--- config.mk ---
export PLATFORM = sky130hd
export DESIGN_NAME = dmem_port_arbiter_flat
export DESIGN_NICKNAME = d
export VERILOG_FILES = /design/src/rtl/dmem_port_arbiter_if.sv /design/src/rtl/dmem_port_arbiter.sv /design/src/flat_wrapper.sv
export SDC_FILE = /design/constraint.sdc
export NUM_CORES = 1
export LEC_CHECK = 0
export ABC_AREA = 1
export CAP_MARGIN = 0
export CORE_ASPECT_RATIO = 0.75
export CORE_MARGIN = 2
export CORE_UTILIZATION = 35
export CTS_CLUSTER_SIZE = 20
export DETAILED_ROUTE_END_ITERATION = 7
export PLACE_DENSITY = 0.91
export SYNTH_ARGS = -nofsm -noshare
export SYNTH_HDL_FRONTEND = slang
export SYNTH_SLANG_ARGS = --single-unit
--- constraint.sdc ---
create_clock -name clk -period 1.7 [get_ports clk]
set_input_delay 0.51 -clock clk [delete_from_list [all_inputs] [get_ports clk]]
set_output_delay 0.51 -clock clk [all_outputs]
set_load 0.01 [all_outputs]
--- src/rtl/dmem_port_arbiter_if.sv ---
// ---------------------------------------------------------------------------
// dmem_port_arbiter_if
// Bundles the two requester ports (A = CPU load/store path, B = loader/DMA)
// and the MemArray data-port side of the arbiter into one interface.
//   a_req/a_we/a_addr/a_din    requester A request, direction, byte address, write data
//   a_gnt/a_rvalid/a_dout      grant (combinational), read-return valid, read data
//   b_*                        same set for requester B
//   m_addr/m_din/m_we          to MemArray ADDR1/DIN/WE
//   m_dout                     from MemArray DOUT1 (valid one cycle after address)
// Modport slave is the arbiter's view; master is the requesters/memory view.
// ---------------------------------------------------------------------------
interface dmem_port_arbiter_if #(
    parameter int DBITS = 16,
    parameter int ABITS = 12
);
    logic             a_req;
    logic             a_we;
    logic [DBITS-1:0] a_addr;
    logic [DBITS-1:0] a_din;
    logic             a_gnt;
    logic             a_rvalid;
    logic [DBITS-1:0] a_dout;

    logic             b_req;
    logic             b_we;
    logic [DBITS-1:0] b_addr;
    logic [DBITS-1:0] b_din;
    logic             b_gnt;
    logic             b_rvalid;
    logic [DBITS-1:0] b_dout;

    logic [ABITS-1:0] m_addr;
    logic [DBITS-1:0] m_din;
    logic             m_we;
    logic [DBITS-1:0] m_dout;

    modport slave (
        input  a_req, a_we, a_addr, a_din,
        output a_gnt, a_rvalid, a_dout,
        input  b_req, b_we, b_addr, b_din,
        output b_gnt, b_rvalid, b_dout,
        output m_addr, m_din, m_we,
        input  m_dout
    );

    modport master (
        output a_req, a_we, a_addr, a_din,
        input  a_gnt, a_rvalid, a_dout,
        output b_req, b_we, b_addr, b_din,
        input  b_gnt, b_rvalid, b_dout,
        input  m_addr, m_din, m_we,
        output m_dout
    );
endinterface

--- src/rtl/dmem_port_arbiter.sv ---
// ---------------------------------------------------------------------------
// dmem_port_arbiter
// Shares the single MemArray data port between requester A (CPU, normally
// priority) and requester B (program loader / debug DMA). A wins ties unless
// B has been denied STARVE_MAX consecutive cycles, in which case B gets one
// forced slot. A denied a_gnt acts as the CPU pipeline stall.
//   clk    clock, all state on posedge
//   reset  synchronous active-high reset
//   bus    dmem_port_arbiter_if.slave: both requester ports + MemArray port
// Writes outside the MemArray byte range are granted but not written; reads
// return whatever MemArray presents for the truncated word address.
// ---------------------------------------------------------------------------
module dmem_port_arbiter #(
    parameter int DBITS      = 16,
    parameter int ABITS      = 12,
    parameter int STARVE_MAX = 4,
    parameter int CBITS      = 3
) (
    input  logic                  clk,
    input  logic                  reset,
    dmem_port_arbiter_if.slave    bus
);

    typedef enum logic {
        PRI_A,
        PRI_B
    } pri_t;

    localparam logic [CBITS-1:0] STARVE_LIM = CBITS'(STARVE_MAX);

    pri_t             state_q;
    pri_t             state_d;
    logic [CBITS-1:0] starve_q;
    logic [CBITS-1:0] starve_d;
    logic [CBITS-1:0] starve_inc;
    logic [1:0]       rd_owner_q;
    logic [ABITS-1:0] addr_hold_q;
    logic [DBITS-1:0] din_hold_q;

    logic             a_gnt;
    logic             b_gnt;
    logic             any_gnt;
    logic             sel_we;
    logic [DBITS-1:0] sel_addr;
    logic [DBITS-1:0] sel_din;
    logic             sel_in_range;
    logic             unused_addr_bit0;

    // Grant decision; nothing is granted while reset is held.
    always_comb begin
        a_gnt = 1'b0;
        b_gnt = 1'b0;
        if (!reset) begin
            if (state_q == PRI_A) begin
                a_gnt = bus.a_req;
                b_gnt = bus.b_req & ~bus.a_req;
            end else begin
                b_gnt = bus.b_req;
                a_gnt = bus.a_req & ~bus.b_req;
            end
        end
    end

    // Select the granted port's request fields for the memory side.
    always_comb begin
        sel_we   = 1'b0;
        sel_addr = '0;
        sel_din  = '0;
        if (a_gnt) begin
            sel_we   = bus.a_we;
            sel_addr = bus.a_addr;
            sel_din  = bus.a_din;
        end else if (b_gnt) begin
            sel_we   = bus.b_we;
            sel_addr = bus.b_addr;
            sel_din  = bus.b_din;
        end
    end

    assign any_gnt          = a_gnt | b_gnt;
    assign sel_in_range     = (sel_addr[DBITS-1:ABITS+1] == '0);
    assign unused_addr_bit0 = sel_addr[0];

    // Without a grant the memory address/data lines keep their last value.
    assign bus.m_addr = any_gnt ? sel_addr[ABITS:1] : addr_hold_q;
    assign bus.m_din  = any_gnt ? sel_din : din_hold_q;
    assign bus.m_we   = any_gnt & sel_we & sel_in_range;

    assign bus.a_gnt    = a_gnt;
    assign bus.b_gnt    = b_gnt;
    assign bus.a_rvalid = rd_owner_q[1] & ~reset;
    assign bus.b_rvalid = rd_owner_q[0] & ~reset;
    assign bus.a_dout   = bus.a_rvalid ? bus.m_dout : '0;
    assign bus.b_dout   = bus.b_rvalid ? bus.m_dout : '0;

    // Starvation counter and priority state. The forced slot lasts exactly
    // one cycle in which B is either served or has withdrawn its request.
    always_comb begin
        state_d    = state_q;
        starve_d   = starve_q;
        starve_inc = starve_q + 1'b1;
        if (bus.b_req && !b_gnt) begin
            if (starve_q != STARVE_LIM) begin
                starve_d = starve_inc;
                if (state_q == PRI_A && starve_inc == STARVE_LIM) begin
                    state_d = PRI_B;
                end
            end
        end else begin
            starve_d = '0;
        end
        if (state_q == PRI_B && (b_gnt || !bus.b_req)) begin
            state_d  = PRI_A;
            starve_d = '0;
        end
    end

    // State registers, read ownership for the next-cycle return, and the
    // held memory address/data.
    always_ff @(posedge clk) begin
        if (reset) begin
            state_q     <= PRI_A;
            starve_q    <= '0;
            rd_owner_q  <= 2'b00;
            addr_hold_q <= '0;
            din_hold_q  <= '0;
        end else begin
            state_q    <= state_d;
            starve_q   <= starve_d;
            rd_owner_q <= {a_gnt & ~bus.a_we, b_gnt & ~bus.b_we};
            if (any_gnt) begin
                addr_hold_q <= sel_addr[ABITS:1];
                din_hold_q  <= sel_din;
            end
        end
    end

endmodule

--- src/flat_wrapper.sv ---
// flat-port wrapper written by rule: the top's interface ports become plain ports
module dmem_port_arbiter_flat 
#(
    parameter int DBITS      = 16,
    parameter int ABITS      = 12,
    parameter int STARVE_MAX = 4,
    parameter int CBITS      = 3
)
  (clk, reset, bus_a_req, bus_a_we, bus_a_addr, bus_a_din, bus_a_gnt, bus_a_rvalid, bus_a_dout, bus_b_req, bus_b_we, bus_b_addr, bus_b_din, bus_b_gnt, bus_b_rvalid, bus_b_dout, bus_m_addr, bus_m_din, bus_m_we, bus_m_dout);
  dmem_port_arbiter_if #(.DBITS(DBITS), .ABITS(ABITS)) bus_i ();
  input  logic clk;
  input  logic reset;
  input wire logic [$bits(bus_i.a_req)-1:0] bus_a_req;
  input wire logic [$bits(bus_i.a_we)-1:0] bus_a_we;
  input wire logic [$bits(bus_i.a_addr)-1:0] bus_a_addr;
  input wire logic [$bits(bus_i.a_din)-1:0] bus_a_din;
  output wire logic [$bits(bus_i.a_gnt)-1:0] bus_a_gnt;
  output wire logic [$bits(bus_i.a_rvalid)-1:0] bus_a_rvalid;
  output wire logic [$bits(bus_i.a_dout)-1:0] bus_a_dout;
  input wire logic [$bits(bus_i.b_req)-1:0] bus_b_req;
  input wire logic [$bits(bus_i.b_we)-1:0] bus_b_we;
  input wire logic [$bits(bus_i.b_addr)-1:0] bus_b_addr;
  input wire logic [$bits(bus_i.b_din)-1:0] bus_b_din;
  output wire logic [$bits(bus_i.b_gnt)-1:0] bus_b_gnt;
  output wire logic [$bits(bus_i.b_rvalid)-1:0] bus_b_rvalid;
  output wire logic [$bits(bus_i.b_dout)-1:0] bus_b_dout;
  output wire logic [$bits(bus_i.m_addr)-1:0] bus_m_addr;
  output wire logic [$bits(bus_i.m_din)-1:0] bus_m_din;
  output wire logic [$bits(bus_i.m_we)-1:0] bus_m_we;
  input wire logic [$bits(bus_i.m_dout)-1:0] bus_m_dout;
  assign bus_i.a_req = bus_a_req;
  assign bus_i.a_we = bus_a_we;
  assign bus_i.a_addr = bus_a_addr;
  assign bus_i.a_din = bus_a_din;
  assign bus_a_gnt = bus_i.a_gnt;
  assign bus_a_rvalid = bus_i.a_rvalid;
  assign bus_a_dout = bus_i.a_dout;
  assign bus_i.b_req = bus_b_req;
  assign bus_i.b_we = bus_b_we;
  assign bus_i.b_addr = bus_b_addr;
  assign bus_i.b_din = bus_b_din;
  assign bus_b_gnt = bus_i.b_gnt;
  assign bus_b_rvalid = bus_i.b_rvalid;
  assign bus_b_dout = bus_i.b_dout;
  assign bus_m_addr = bus_i.m_addr;
  assign bus_m_din = bus_i.m_din;
  assign bus_m_we = bus_i.m_we;
  assign bus_i.m_dout = bus_m_dout;
  dmem_port_arbiter #(.DBITS(DBITS), .ABITS(ABITS), .STARVE_MAX(STARVE_MAX), .CBITS(CBITS)) u_core (.clk(clk), .reset(reset), .bus(bus_i));
endmodule
* Word level (Yosys, flattened, before mapping)
Cells that the tools add are included.
Storage, ports and cells: flip-flop bits (word level) 34, bits of input ports 86, logic and storage cells 48
Cells by class: $add $sub $neg 1, equality and inequality tests 2, mux-type cells 14, bitwise gates (word level) 16, reductions and logical operators 10
Operators by type and width (count):
- $mux W16 | 7
- $mux W12 | 1
- $and A1 B1 Y1 | 8
- $not A1 Y1 | 7
- $mux W1 | 6
- $add A3 B1 Y3 const B | 1
- $eq A3 B3 Y1 const B | 1
- $logic_and A1 B1 Y1 | 3
- $logic_not A3 Y1 | 1
- $ne A3 B3 Y1 const B | 1
- $reduce_and A3 Y1 | 1
- $reduce_or A3 Y1 | 1
- $logic_not A1 Y1 | 2
- $reduce_or A2 Y1 | 1
- $logic_or A1 B1 Y1 | 1
- $or A1 B1 Y1 | 1

* Logic depth before layout (Yosys ltp)
word-level depth 8, gate-level depth with buffers 8, gate-level depth less buffers 7

* Worst setup path after synthesis
No wires, ideal clock.
path type input-to-output, start input port reset, end output port bus_m_we, arrival 1337 ps, path slack -147 ps, stages 6, path buffers 1, cells stage by stage inv_2 > nand2_1 > buf_2 > nor2_1 > nand3_1 > a21oi_1
Between the ends: cells in the longest elaborated chain, start to end 5, elaborated cells on any way between the ends 10
RTL lines:
- start, declared | line flat_wrapper.sv:12 | input logic reset;
- $mux W1 (*) | line dmem_port_arbiter.sv:53 | if (!reset) begin
- via bus_b_gnt | line flat_wrapper.sv:24 | output wire logic [$bits(bus_i.b_gnt)-1:0] bus_b_gnt;
- $mux W16 / $mux W1 (equally long branches) | line dmem_port_arbiter.sv:73 | end else if (b_gnt) begin
- $mux W16 / $mux W1 (equally long branches) | line dmem_port_arbiter.sv:69 | if (a_gnt) begin
- $logic_not A3 Y1 / $and A1 B1 Y1 (equally long branches) | line dmem_port_arbiter.sv:81, dmem_port_arbiter.sv:87
- $and A1 B1 Y1 (*) | line dmem_port_arbiter.sv:87 | assign bus.m_we = any_gnt & sel_we & sel_in_range;
- end, declared | line flat_wrapper.sv:29 | output wire logic [$bits(bus_i.m_we)-1:0] bus_m_we;
Mark *: on every way through the listed nets, which the timed path passes. The rest lies on a longest branch.

* Final worst setup path
start input port reset, end output port bus_m_din[6]
Between the ends: cells in the longest elaborated chain, start to end 4, elaborated cells on any way between the ends 6
RTL lines:
- $mux W1 | line dmem_port_arbiter.sv:53
- $mux W16 | line dmem_port_arbiter.sv:73
- $mux W16 | line dmem_port_arbiter.sv:69
- $mux W16 (*)
- end, declared | line flat_wrapper.sv:28 | output wire logic [$bits(bus_i.m_din)-1:0] bus_m_din;
Every way passes the cells marked *; elsewhere a longest branch is shown, timed or not.

==> key figures <==
Routing
  – Total Routed Length: 11070 um
  – Antenna viol nets, final: 0
  – DR vias/cell: ~5.3
  – First-pass detailed-route iteration total: 5
  – # DRC: 0
  – 1st-iter DRT viols: around 150
  – Wire per inst: approximately 18 um
  – Via count: roughly 3.3k

Setup path
  – Reg2reg start: u_core.state_q
  – Setup CP Type: primary input to output pin
  – Critical R2R Capture: u_core.din_hold_q[0]
  – WP data required: 1.19 ns
  – Maximum fanout along the worst path: 6
  – Worst R2R Path Depth: 12
  – R2r setup slk: -0.11 ns
  – Crit path DAT: 1.48 ns
  – Crit. End Element: output pin
  – Startpoint Class: primary input

Final layout
  – Filler cells: ~320
  – Final Util: 0.8242
  – Area grow syn2layout: 130.4%
  – Final #Nets: between 600 and 700
  – Most common cell after layout, fill and taps aside: clkdlybuf4s50_1
  – Commonest non-fill, non-tap cells in the layout: clkdlybuf4s50_1, buf_4, nand3_2, inv_1
  – Share of cells above drive strength 1: 0.4917
  – Cell area after layout: between 0.004 and 0.005 mm2

Floorplanning
  – Chip height: 70.31 um
  – Initial core utilization: 0.3578
  – Die X: 92.42 um
  – CORE AREA: between 0.005 and 0.006 mm2
  – Num rows: 24
  – Die ar.: 0.006498 mm2
  – IO Count: between 150 and 200

Global routing
  – Vias in the first global route: around 3.3k
  – First-pass GRT wire length: 15410 um
  – Gr usage total: 0.2980
  – GR Overflow Total: 0
  – Initial antenna violation count: 1
  – Pin count of the biggest net entering global routing: 31

Timing
  – Post-layout minimum cycle time: approximately 2 ns
  – Setup TNS: -10.99 ns
  – Setup Viol. Count Final: between 60 and 70
  – Achievable clock frequency: about 500 MHz
  – Final Hold Fails: 0
  – Fin. max-slew vios: 0
  – Hold WS: around 0.54 ns
  – Setup ws final: -0.2865 ns
  – Final period utilization: 1.169
  – Worst Skew: about 0.0026 ns
  – RSZ-0062 raised after global routing: yes
  – Worst slew margin: 0.8520
  – Worst-margin pin slew: 0.2204 ns

Logic synthesis
  – Simple-gate area share of the yosys netlist: 0.4488
  – Avg Inst Size Synth: about 6.3 um2
  – Syn. warnings: 0
  – Post-Synth Adder-Cell Area: 0.01829
  – Sequential area share after synthesis: 0.3317
  – Multiplexer share of the synthesized area: 0
  – Post-synth cell types: 20
  – Post-Syn Area: between 0.002 and 0.0025 mm2
  – Synthesis-stage register bit count: 34
  – Compound-cell area share of the yosys netlist: 0.01463
  – Syn Nets: 414
  – Largest cells by area after synthesis: dfxtp_1, nand3_1, inv_1, nand4_1, nand2_1
  – Cells after Synth: between 300 and 400
  – Synth top area share: 0.3317
  – Largest family of logic cells by synthesized area: simple AND/OR/NAND/NOR gates
  – Area leader, netlist: dfxtp_1
  – Post-synthesis xor/xnor area fraction: 0.004268

Run status
  – Failing checks: setup timing
  – Status: finished with violations

Worst hold path
  – HP Start: u_core.starve_q[0]
  – Hold path depth: 1
  – Worst Hold End: u_core.starve_q[0]
  – Worst hold path type: register to register

Clock tree
  – Clock root cell: clkbuf_8
  – CTS Hold Bufs: 0
  – Clock buffer count from CTS: 5
  – CTS tree: yes
  – CTS clk-pin slew, worst paths: ~0.070 ns
  – Sink Count: 34
  – H-Tree Depth: 2
  – Max clock buf depth: 2
  – Worst skew pair latency: 0.29 ns

Place
  – Pre-CTS setup slack: -1.070 ns
  – RePlAce Congestion: 0.8075
  – Dpl hpwl: slightly above 6000 um
  – Placed cell areas: 0.003894 mm2
  – Port Buf Inserts: 148

Power and ir drop
  – Pleak: about 2.6 nW
  – Peak supply drop: ~0.42 mV
  – Pwr/cell area: 517.5 mW/mm2

Run
  – Max Cap Viol: 0
[flip-flops by register name, summed over array words and instances (netlist names)]
register            cells
u_core.addr_hold_q     12
u_core.din_hold_q      16
u_core.rd_owner_q       2
u_core.starve_q         3
u_core.state_q          1
[area by class of cell]
cell class | count | area, um2 | share of cell area
multi-input cells | 206 | 1436 | 0.3039
well taps | 78 | 97.59 | 0.02065
clock inverters | 1 | 5.005 | 0.001059
repair buffers | 231 | 2185 | 0.4622
flip-flops and latches | 34 | 684.4 | 0.1448
inverters | 60 | 230.2 | 0.04870
diodes | 1 | 2.502 | 0.0005294
clock buffers | 7 | 86.33 | 0.01826
[cell usage after synthesis]
| cell type | count |
|---|---|
| a21oi_1 | 4 |
| buf_1 | 2 |
| buf_2 | 11 |
| buf_4 | 5 |
| buf_6 | 3 |
| clkbuf_1 | 4 |
| dfxtp_1 | 34 |
| ha_1 | 3 |
| inv_1 | 56 |
| inv_2 | 4 |
| nand2_1 | 40 |
| nand2_2 | 1 |
| nand3_1 | 86 |
| nand4_1 | 27 |
| nor2_1 | 38 |
| nor2_2 | 2 |
| nor3_1 | 2 |
| o21ai_0 | 1 |
| o21ai_1 | 1 |
| xnor2_1 | 1 |
[metal layers]
metal,GRT usage,vias to the layer above,wire length [um]
met1,0.2914,1547,3680
met2,0.5937,225,5858
li1,-,1482,-
met5,0,-,0
met3,0.07443,49,1074
met4,0.1128,0,455
[how the worst max path moves through the flow]
stage | from | to | slack (ns) | depth (start not counted)
floorplan | reset | bus_a_dout[0] | -0.04 | 5
global placement | reset | bus_m_we | -1.03 | 8
detailed placement | bus_a_req | bus_m_din[5] | -1.07 | 7
CTS | reset | bus_m_addr[11] | -0.25 | 8
global route | reset | bus_m_din[6] | -0.29 | 7
finish | reset | bus_m_din[6] | -0.29 | 8
[cell families after synthesis]
kind of cell               after synthesis
adders and majority gates                3
DFF                                     34
and+or+nand+nor                        196
AOI/OAI and AO/OA                        6
buffers and inverters                   85
xor gates and xnor gates                 1
[per-stage QoR]
| step | instances | power (mW) |
|---|---|---|
| floorplan | 325 | 1.125 |
| global placement | 564 | 1.554 |
| detailed placement | 564 | 1.571 |
| CTS | 612 | 2.331 |
| global route | 618 | 2.522 |
| finish | 618 | 2.446 |
[timing repair]
action / CTS / global route
setup endpoints to repair: 73 / 68
pin swaps: 22 / 6
hold endpoints to repair: 0 / 0
gates cloned: 6 / 1
buffers inserted: 35 / 5
gates resized for setup: 405 / 38
[report_power, final]
part           switching, mW  internal [mW]
sequential            0.0160          0.836
combinational          0.416          0.535
clock                  0.317          0.327
[critical path, cell delays in order]
cell     delay (ns)
buf_8          0.10
inv_4          0.09
buf_8          0.12
buf_6          0.12
buf_4          0.13
nand4_1        0.13
nand3_2        0.12
buf_2          0.15
Power figures use the tool's default switching activity.
